File: config.mk
export PLATFORM = sky130hd
export DESIGN_NAME = mips_fetch_unit_flat
export DESIGN_NICKNAME = d
export VERILOG_FILES = /design/src/rtl/mips_fetch_unit_if.sv /design/src/rtl/mips_fetch_unit.sv /design/src/flat_wrapper.sv
export SDC_FILE = /design/constraint.sdc
export NUM_CORES = 1
export LEC_CHECK = 0
export CAP_MARGIN = 20
export CELL_PAD_IN_SITES_DETAIL_PLACEMENT = 0
export CELL_PAD_IN_SITES_GLOBAL_PLACEMENT = 2
export CORE_ASPECT_RATIO = 0.7
export CORE_MARGIN = 2
export CORE_UTILIZATION = 28
export CTS_CLUSTER_SIZE = 25
export DETAILED_ROUTE_END_ITERATION = 10
export MAX_ROUTING_LAYER = met4
export PLACE_DENSITY_LB_ADDON = 0.08
export SLEW_MARGIN = 15
export SYNTH_ARGS = -nofsm -noshare
export SYNTH_HDL_FRONTEND = slang
export SYNTH_SLANG_ARGS = --single-unit
File: constraint.sdc
create_clock -name clk -period 5.6 [get_ports clk]
set_clock_uncertainty 0.15 [all_clocks]
set_input_delay 0.56 -clock clk [delete_from_list [all_inputs] [get_ports clk]]
set_output_delay 0.56 -clock clk [all_outputs]
set_load 0.02 [all_outputs]
File: src/rtl/mips_fetch_unit_if.sv
// ---------------------------------------------------------------------------
// mips_fetch_unit_if
// Instruction-memory read bus between the fetch unit and instruction memory.
//   mem_req   : read request, held while the fetch unit waits for a word
//   mem_addr  : read address (the fetch unit's PC)
//   mem_rdata : returned instruction word, valid when mem_ready=1
//   mem_ready : memory has accepted the request and rdata is valid
// The fetch unit connects through the master modport, memory through slave.
// ---------------------------------------------------------------------------
interface mips_fetch_unit_if;
    logic        mem_req;
    logic [31:0] mem_addr;
    logic [31:0] mem_rdata;
    logic        mem_ready;

    modport master (
        output mem_req,
        output mem_addr,
        input  mem_rdata,
        input  mem_ready
    );

    modport slave (
        input  mem_req,
        input  mem_addr,
        output mem_rdata,
        output mem_ready
    );
endinterface

File: src/rtl/mips_fetch_unit.sv
// ---------------------------------------------------------------------------
// mips_fetch_unit
// Multi-cycle MIPS instruction-fetch stage sitting just upstream of the
// CONTROLLER. Owns the PC and the instruction register (IR), prefetches the
// next word from a variable-latency instruction memory into a one-word
// buffer, and raises stall when the controller asks for an IR load before
// that word has arrived.
//
// Ports:
//   clk, reset           : rising-edge clock, asynchronous active-low reset
//   pcen, irwrite, pcsrc : PC write enable, IR load request, next-PC select
//   aluresult, aluout    : PC+4 / computed target, registered branch target
//   mem                  : instruction-memory bus (mips_fetch_unit_if.master)
//   pc, instr            : PC register and instruction register
//   op, funct            : instr[31:26] and instr[5:0]
//   stall                : IR load requested without a buffered word, or error
//   fetch_err            : sticky memory-timeout flag, cleared only by reset
//
// Optional feature (define FETCH_PERF_EN):
//   adds output stall_count[15:0], a saturating count of stalled cycles.
// ---------------------------------------------------------------------------
module mips_fetch_unit #(
    parameter logic [31:0] RESET_PC = 32'h0000_0000,
    parameter int unsigned MAX_WAIT = 15
) (
    input  logic               clk,
    input  logic               reset,
    input  logic               pcen,
    input  logic               irwrite,
    input  logic [1:0]         pcsrc,
    input  logic [31:0]        aluresult,
    input  logic [31:0]        aluout,
    mips_fetch_unit_if.master  mem,
    output logic [31:0]        pc,
    output logic [31:0]        instr,
    output logic [5:0]         op,
    output logic [5:0]         funct,
    output logic               stall,
    output logic               fetch_err
`ifdef FETCH_PERF_EN
    ,
    output logic [15:0]        stall_count
`endif
);

    // The wait counter must be able to hold MAX_WAIT itself.
    localparam int WAIT_W = $clog2(MAX_WAIT + 1);
    localparam logic [WAIT_W-1:0] WAIT_LAST = WAIT_W'(MAX_WAIT - 1);

    typedef enum logic [2:0] {
        IDLE,
        REQ,
        READY,
        WAIT_PC,
        ERR
    } fetch_state_t;

    fetch_state_t      state;
    fetch_state_t      next_state;
    logic [31:0]       mem_buf;
    logic              buf_valid;
    logic [WAIT_W-1:0] wait_count;
    logic [31:0]       next_pc;
    logic              req_active;
    logic              pc_write;
    logic              ir_load;
    logic              capture;

    assign mem.mem_req  = req_active;
    assign mem.mem_addr = pc;
    assign op           = instr[31:26];
    assign funct        = instr[5:0];
    assign fetch_err    = (state == ERR);

    // Next-PC selection as driven by the controller's pcsrc. The jump form
    // keeps the PC's top nibble and uses the current IR's 26-bit index.
    always_comb begin
        next_pc = pc;
        case (pcsrc)
            2'b00:   next_pc = aluresult;
            2'b01:   next_pc = aluout;
            2'b10:   next_pc = {pc[31:28], instr[25:0], 2'b00};
            default: next_pc = pc;
        endcase
    end

    // State register; reset drops mem_req immediately because mem_req is
    // decoded from the state.
    always_ff @(posedge clk or negedge reset) begin
        if (!reset) begin
            state <= IDLE;
        end else begin
            state <= next_state;
        end
    end

    // Next-state and control decode. A PC update while requesting restarts
    // the request at the new address and drops any coincident response, so
    // pcen takes priority over mem_ready. The buffer is only ever valid in
    // READY, so irwrite anywhere else shows up as a stall.
    always_comb begin
        next_state = state;
        req_active = 1'b0;
        stall      = irwrite & ~buf_valid;
        pc_write   = pcen;
        ir_load    = irwrite & buf_valid;
        capture    = 1'b0;
        case (state)
            IDLE: begin
                next_state = REQ;
            end
            REQ: begin
                req_active = 1'b1;
                if (pcen) begin
                    next_state = REQ;
                end else if (mem.mem_ready) begin
                    capture    = 1'b1;
                    next_state = READY;
                end else if (wait_count == WAIT_LAST) begin
                    next_state = ERR;
                end
            end
            READY: begin
                if (pcen) begin
                    next_state = REQ;
                end else if (irwrite) begin
                    next_state = WAIT_PC;
                end
            end
            WAIT_PC: begin
                if (pcen) begin
                    next_state = REQ;
                end
            end
            ERR: begin
                stall    = 1'b1;
                pc_write = 1'b0;
                ir_load  = 1'b0;
            end
            default: begin
                next_state = IDLE;
            end
        endcase
    end

    // PC, IR, prefetch buffer and timeout counter. The buffer is invalidated
    // either when it is consumed by an IR load or when the PC moves away
    // from the address it was fetched from.
    always_ff @(posedge clk or negedge reset) begin
        if (!reset) begin
            pc         <= RESET_PC;
            instr      <= '0;
            mem_buf    <= '0;
            buf_valid  <= 1'b0;
            wait_count <= '0;
        end else begin
            if (pc_write) begin
                pc <= next_pc;
            end
            if (ir_load) begin
                instr <= mem_buf;
            end
            if (capture) begin
                mem_buf   <= mem.mem_rdata;
                buf_valid <= 1'b1;
            end else if (state == READY && (irwrite || pcen)) begin
                buf_valid <= 1'b0;
            end
            if (state == REQ && !pcen && !mem.mem_ready) begin
                wait_count <= wait_count + 1'b1;
            end else begin
                wait_count <= '0;
            end
        end
    end

`ifdef FETCH_PERF_EN
    // Saturating count of stalled cycles for performance monitoring.
    always_ff @(posedge clk or negedge reset) begin
        if (!reset) begin
            stall_count <= '0;
        end else if (stall && stall_count != 16'hFFFF) begin
            stall_count <= stall_count + 16'd1;
        end
    end
`endif

endmodule

File: src/flat_wrapper.sv
// flat-port wrapper written by rule: the top's interface ports become plain ports
module mips_fetch_unit_flat 
#(
    parameter logic [31:0] RESET_PC = 32'h0000_0000,
    parameter int unsigned MAX_WAIT = 15
)
  (clk, reset, pcen, irwrite, pcsrc, aluresult, aluout, pc, instr, op, funct, stall, fetch_err, mem_mem_req, mem_mem_addr, mem_mem_rdata, mem_mem_ready);
  mips_fetch_unit_if mem_i ();
  input  logic clk;
  input  logic reset;
  input  logic pcen;
  input  logic irwrite;
  input  logic [1:0] pcsrc;
  input  logic [31:0] aluresult;
  input  logic [31:0] aluout;
  output logic [31:0] pc;
  output logic [31:0] instr;
  output logic [5:0] op;
  output logic [5:0] funct;
  output logic stall;
  output logic fetch_err;
  output wire logic [$bits(mem_i.mem_req)-1:0] mem_mem_req;
  output wire logic [$bits(mem_i.mem_addr)-1:0] mem_mem_addr;
  input wire logic [$bits(mem_i.mem_rdata)-1:0] mem_mem_rdata;
  input wire logic [$bits(mem_i.mem_ready)-1:0] mem_mem_ready;
  assign mem_mem_req = mem_i.mem_req;
  assign mem_mem_addr = mem_i.mem_addr;
  assign mem_i.mem_rdata = mem_mem_rdata;
  assign mem_i.mem_ready = mem_mem_ready;
  mips_fetch_unit #(.RESET_PC(RESET_PC), .MAX_WAIT(MAX_WAIT)) u_core (.clk(clk), .reset(reset), .pcen(pcen), .irwrite(irwrite), .pcsrc(pcsrc), .aluresult(aluresult), .aluout(aluout), .mem(mem_i), .pc(pc), .instr(instr), .op(op), .funct(funct), .stall(stall), .fetch_err(fetch_err));
endmodule
==> reports/qor.yml <==
viasPerCell: 4.41
ys_ff_latch: 104
globalRoute.totalOverflow: 0
portBuffers: 213
netlist_area_mm2: 0.00503
hold_class: "in -> async"
htree_levels: 3
slew_violations: 0
numCtsBuffers: 9
synthesis.nets: 548
seq_power_share_pct: 37.6
antenna_found_initial: 0
cts.sinks: 104
dpl_worst_slack_ps: 2600
syn2layout_area_growth_pct: 45.2
yosys.area_share.simple_pct: 7.37
status: "finished, final reports clean"
gp_congestion: 0.825
dpl_cell_area_mm2: 0.00698
synth.distinct_cells: 30
drt_wl_total_um: 14300
layout_setup_ws_ps: 2910
ys_seq_area_share_pct: 51.8
rows: 40
synth_top_family_by_area: "multiplexers"
syn_inst: 439
required_ps: 4890
holdBufCountCts: 0
grt.total_usage_pct: 15.6
fin_crit_ps: 2690
clock_path_buffers: 2
cts_tree: "done"
antenna_cells: 0
switchingPower_mw: 1.19
crit_arrival_ps: 1980
initialDrtViolationCount: 188
max_freq_mhz: 372
cts_resized: 0
drt_first_pass_iters: 4
p_leak_nw: 3.09
fin_nets: 704
die_x_um: 164
core_mm2: 0.0174
final_area_mm2: 0.00730
worstMarginPinSlew_ps: 1000
post-route-period-util_pct: 48.0
hold_violations: 0
start_util_pct: 28.9
p_clk_share_pct: 19.9
vias: 3668
cellPowerDensity_mw_per_mm2: 452
synth-compound-area-share_pct: 10.7
timing.max_slew.rel_slack_pct: 33.1
irDropWorstVdd_mv: 0.233
clk_latency_ps: 360
grt_max_degree: 73
io_pins: 214
post_drt_wl_per_cell_um: 17.3
switching_share_pct: 36.0
p_comb_share_pct: 42.5
p_total_mw: 3.30
finalSetupViolCount: 0
final.setup.tns_ps: 0
drc: 0
intPower_mw: 2.11
clk_pin_slew_worst_paths_ps: 80
dp_hpwl_um: 10700
yosys_warnings: 0
postSynthAreaPerCell_um2: 11.4
ant_nets: 0
maxCapViolations: 0
grt_pass1_vias: 3594
synth-xor-area-share_pct: 0.349
clock-root-buffer: "clkbuf_16"
cp-end-kind: "primary output"
cp-start-kind: "flip-flop"
synth_mux_area_share_pct: 17.7
postCtsSetupBuffers: 0
drive_gt1_share_pct: 15.5
timing_worst_setup_path_type: "reg -> out"
worstPathMaxFanout: 8
die_h_um: 116
dieArea_mm2: 0.0191
synthAdderAreaFrac_pct: 1.49
grt_pass1_wl_um: 21300
grt_setup_unrepaired: "false"
[per-layer routing]
layer  wire [µm]  GRT usage [%]  up-vias
li1            -              -     1784
met1        7340           23.1     1730
met2        5850           20.7      140
met3         943           4.26       14
met4         210           4.15        0
met5           0              -        -
[placed cells by master (no fill, tap or decap), types with 2 or more instances in the layout]
cell type / netlist / layout
o21ai_0: 59 / 59
nor2_1: 11 / 11
mux2_4: 30 / 30
ha_1: 6 / 5
mux2_2: 39 / 39
nor2b_1: 3 / 3
dfrtp_1: 104 / 104
nand2b_1: 2 / 2
inv_1: 9 / 9
a31oi_1: 2 / 2
clkdlybuf4s50_1: 0 / 212
buf_4: 44 / 4
nand3_1: 7 / 7
clkbuf_16: 0 / 9
clkinv_8: 0 / 3
nand2_1: 55 / 55
o31ai_1: 2 / 2
a22oi_1: 26 / 26
nand3b_1: 2 / 2
a21oi_1: 2 / 2
inv_8: 0 / 3
[per-stage QoR]
step	hold slack, ps	util (%)	cells
final	171	42.0	831
after global routing	243	42.0	831
after CTS	211	42.0	831
after detailed placement	331	40.2	815
after global placement	321	40.1	814
after floorplan	114	-	439
[path summary, 6_finish.rpt]
kind                                 startpoint              endpoint  slack [ps]  cells after the start
hold reg to reg            u_core.wait_count[0]  u_core.wait_count[0]         340                      1
min in group clk           u_core.wait_count[0]  u_core.wait_count[0]         340                      1
hold / removal                            reset      u_core.instr[28]         170                      1
setup / recovery                u_core.state[2]                 stall        2910                      3
setup reg to reg                u_core.state[2]      u_core.instr[17]        3530                      3
max in group asynchronous                 reset    u_core.mem_buf[22]        4080                      2
[kinds of logic after synthesis]
kind of cell    count (synthesis)
flops                         104
fa+ha+maj                       6
xor+xnor                        2
simple gates                   85
buf+inv                        81
mux                            69
compound gates                 92
[flip-flops by register name, indices dropped and copies added, names as in the netlist]
name and cells:
u_core.mem_buf 32, u_core.buf_valid 1, u_core.state 3, u_core.mem.mem_addr 32, u_core.instr 32, u_core.wait_count 4
[critical path: stages, from the launching register on]
cell and delay [ps]:
dfrtp_1 460, or3b_4 460, o21ai_0 90, clkdlybuf4s50_1 620
[power groups by stage]
stage	combinational (mW)	clock, mW	sequential [mW]
after global routing	1.49	0.710	1.29
after CTS	1.42	0.683	1.25
after detailed placement	1.42	0	1.26
final	1.40	0.656	1.24
after global placement	1.41	0	1.26
after floorplan	0.697	0	1.37
[final cells by class]
| class | count | area (µm²) |
|---|---|---|
| fill | 1638 | 10100 |
| sequential | 104 | 2600 |
| timing repair buffer | 217 | 2170 |
| multi-input combinational | 254 | 1890 |
| tap | 231 | 289 |
| clock buffer | 9 | 225 |
| clock inverter | 7 | 90.1 |
| inverter | 9 | 33.8 |
[synthesized netlist by cell type]
library cell	instances	share of area [%]
o22a_1	1	0.17
clkbuf_1	12	0.90
nand3b_1	2	0.30
xnor2_1	1	0.17
nor2_1	11	0.82
a21oi_1	2	0.20
and3_4	1	0.22
buf_1	5	0.37
mux2_4	30	9.0
nor3_1	1	0.099
dfrtp_1	104	52
inv_1	9	0.67
mux2_2	39	8.7
buf_2	7	0.70
buf_12	3	1.2
nor4_1	1	0.12
o31ai_1	2	0.30
a31oi_1	2	0.25
nand2_1	55	4.1
buf_4	44	6.6
a22oi_1	26	3.9
nand3_1	7	0.70
nand2b_1	2	0.25
o21ai_0	59	5.9
nor2b_1	3	0.37
buf_6	1	0.22
ha_1	6	1.5
xor2_1	1	0.17
or3b_4	1	0.22
or4_1	1	0.15
Note: power is estimated with default switching activity, not from simulation.
==> RTL change (same settings) <==
Put a register stage on the output `fetch_err`, cleared by the reset. The value now appears one clock later. The other outputs are not delayed to match.
--- a/src/rtl/mips_fetch_unit.sv
+++ b/src/rtl/mips_fetch_unit.sv
@@ -72,3 +72,9 @@
     assign funct        = instr[5:0];
-    assign fetch_err    = (state == ERR);
+    always_ff @(posedge clk or negedge reset) begin
+        if (!reset) begin
+            fetch_err <= '0;
+        end else begin
+            fetch_err <= (state == ERR);
+        end
+    end
 
Check against the original RTL: same outputs for any inputs over 10 cycles, from zero or initial values and one cycle with reset low; that may be too few to reach the edited logic, so the function may still have changed.
==> RTL change against the unedited design <==
First-iteration DRC count is 18% lower; combinational power hardly changed; worst setup slack worse by 0.0079 ns; clock power is 2% higher; largest power group unchanged; largest cell class unchanged; critical path type unchanged; sequential cell count is 1 higher; register-to-register slack worse by 0.02 ns; power is 0.79% higher; routed wire length is 0.75% higher; final area is 0.51% higher; synthesized area is 0.50% higher.
==> RTL change: results (changes against the unedited design) <==
| Metric | Value |
|---|---|
| Final #Nets | `705 (was 704)` |
| Compound-Gate Fraction of Synth Area | `10.63% (was 10.68%)` |
| DP HPWL | `10.79 mm (was 10.72 mm)` |
| Pre-CTS WS | `2.598 ns (was 2.601 ns)` |
| Dpl cells | `821 (was 815)` |
| Placer Congestion | `0.8268 (was 0.8254)` |
| Routed vias/inst | `4.388 (was 4.414)` |
| Met3 WL post-DR | `953 um (was 943 um)` |
| Clock buf/inv share | `4.383% (was 4.320%)` |
| Status | `completed (unchanged)` |
| Mapped Avg Cell Area | `11.48 um^2 (was 11.45 um^2)` |
| Vias | `3673 (was 3668)` |
| Area Growth Syn to Fin | `45.26% (was 45.23%)` |
| FFs & Latches | `105 (was 104)` |
| Comb pwr share | `42.1% (was 42.5%)` |
| P_int | `2.124 mW (was 2.111 mW)` |
| Multi-input gate share of total cell area | `25.78% (was 25.92%)` |
| Initial DRC count | `154 (was 188)` |
| Share of cells above drive strength 1 | `15.47% (was 15.50%)` |
| Top cells by area, synth | `dfrtp_1 52%, mux2_4 8.9%, mux2_2 8.7% (was dfrtp_1 52%, mux2_4 9.0%, mux2_2 8.7%)` |
| Sequential area share after synthesis | `52.02% (was 51.78%)` |
| Mux contribution to synthesized area | `17.61% (was 17.70%)` |
| Number of global-route vias before repair | `3579 (was 3594)` |
| First-pass GRT wire length | `21.61 mm (was 21.27 mm)` |
| Top post-synthesis cells by count | `105 x dfrtp_1, 59 x o21ai_0, 55 x nand2_1 (was 104 x dfrtp_1, 59 x o21ai_0, 55 x nand2_1)` |
| Largest net degree at the start of global routing | `66 (was 73)` |
| Cell Area, Placed | `0.007015 mm^2 (was 0.006984 mm^2)` |
| Tot GR Track Use | `15.80% (was 15.62%)` |
| Maximum vdd drop | `0.0002451 V (was 0.0002326 V)` |
| Buffering overhead | `29.54% (was 29.69%)` |
| Slew headroom | `33.17% (was 33.06%)` |
| DR WL met2 | `5.642 mm (was 5.852 mm)` |
## RTL change: cell types whose count changed after synthesis
cell	before	now
dfrtp_1	104	105
clkbuf_1	12	13
buf_1	5	4
## RTL change: final timing paths
kind / start / end / slack, ns
max reg2reg: u_core.state[2]$_DFFE_PN0P_ / u_core.instr[18]$_DFFE_PN0P_ / 3.51
max in group asynchronous: reset / u_core.instr[15]$_DFFE_PN0P_ / 4.06
min in group clk: u_core.wait_count[0]$_DFF_PN0_ / u_core.wait_count[0]$_DFF_PN0_ / 0.33
max: u_core.state[2]$_DFFE_PN0P_ / stall / 2.90
min reg2reg: u_core.wait_count[0]$_DFF_PN0_ / u_core.wait_count[0]$_DFF_PN0_ / 0.33
min: reset / u_core.mem.mem_addr[17]$_DFFE_PN0P_ / 0.14
## RTL change: worst register-to-register path, stage by stage, from the launching register on
cell and delay, ns:
dfrtp_1 0.45, or3b_4 0.31, and3_4 0.64, mux2_2 0.44
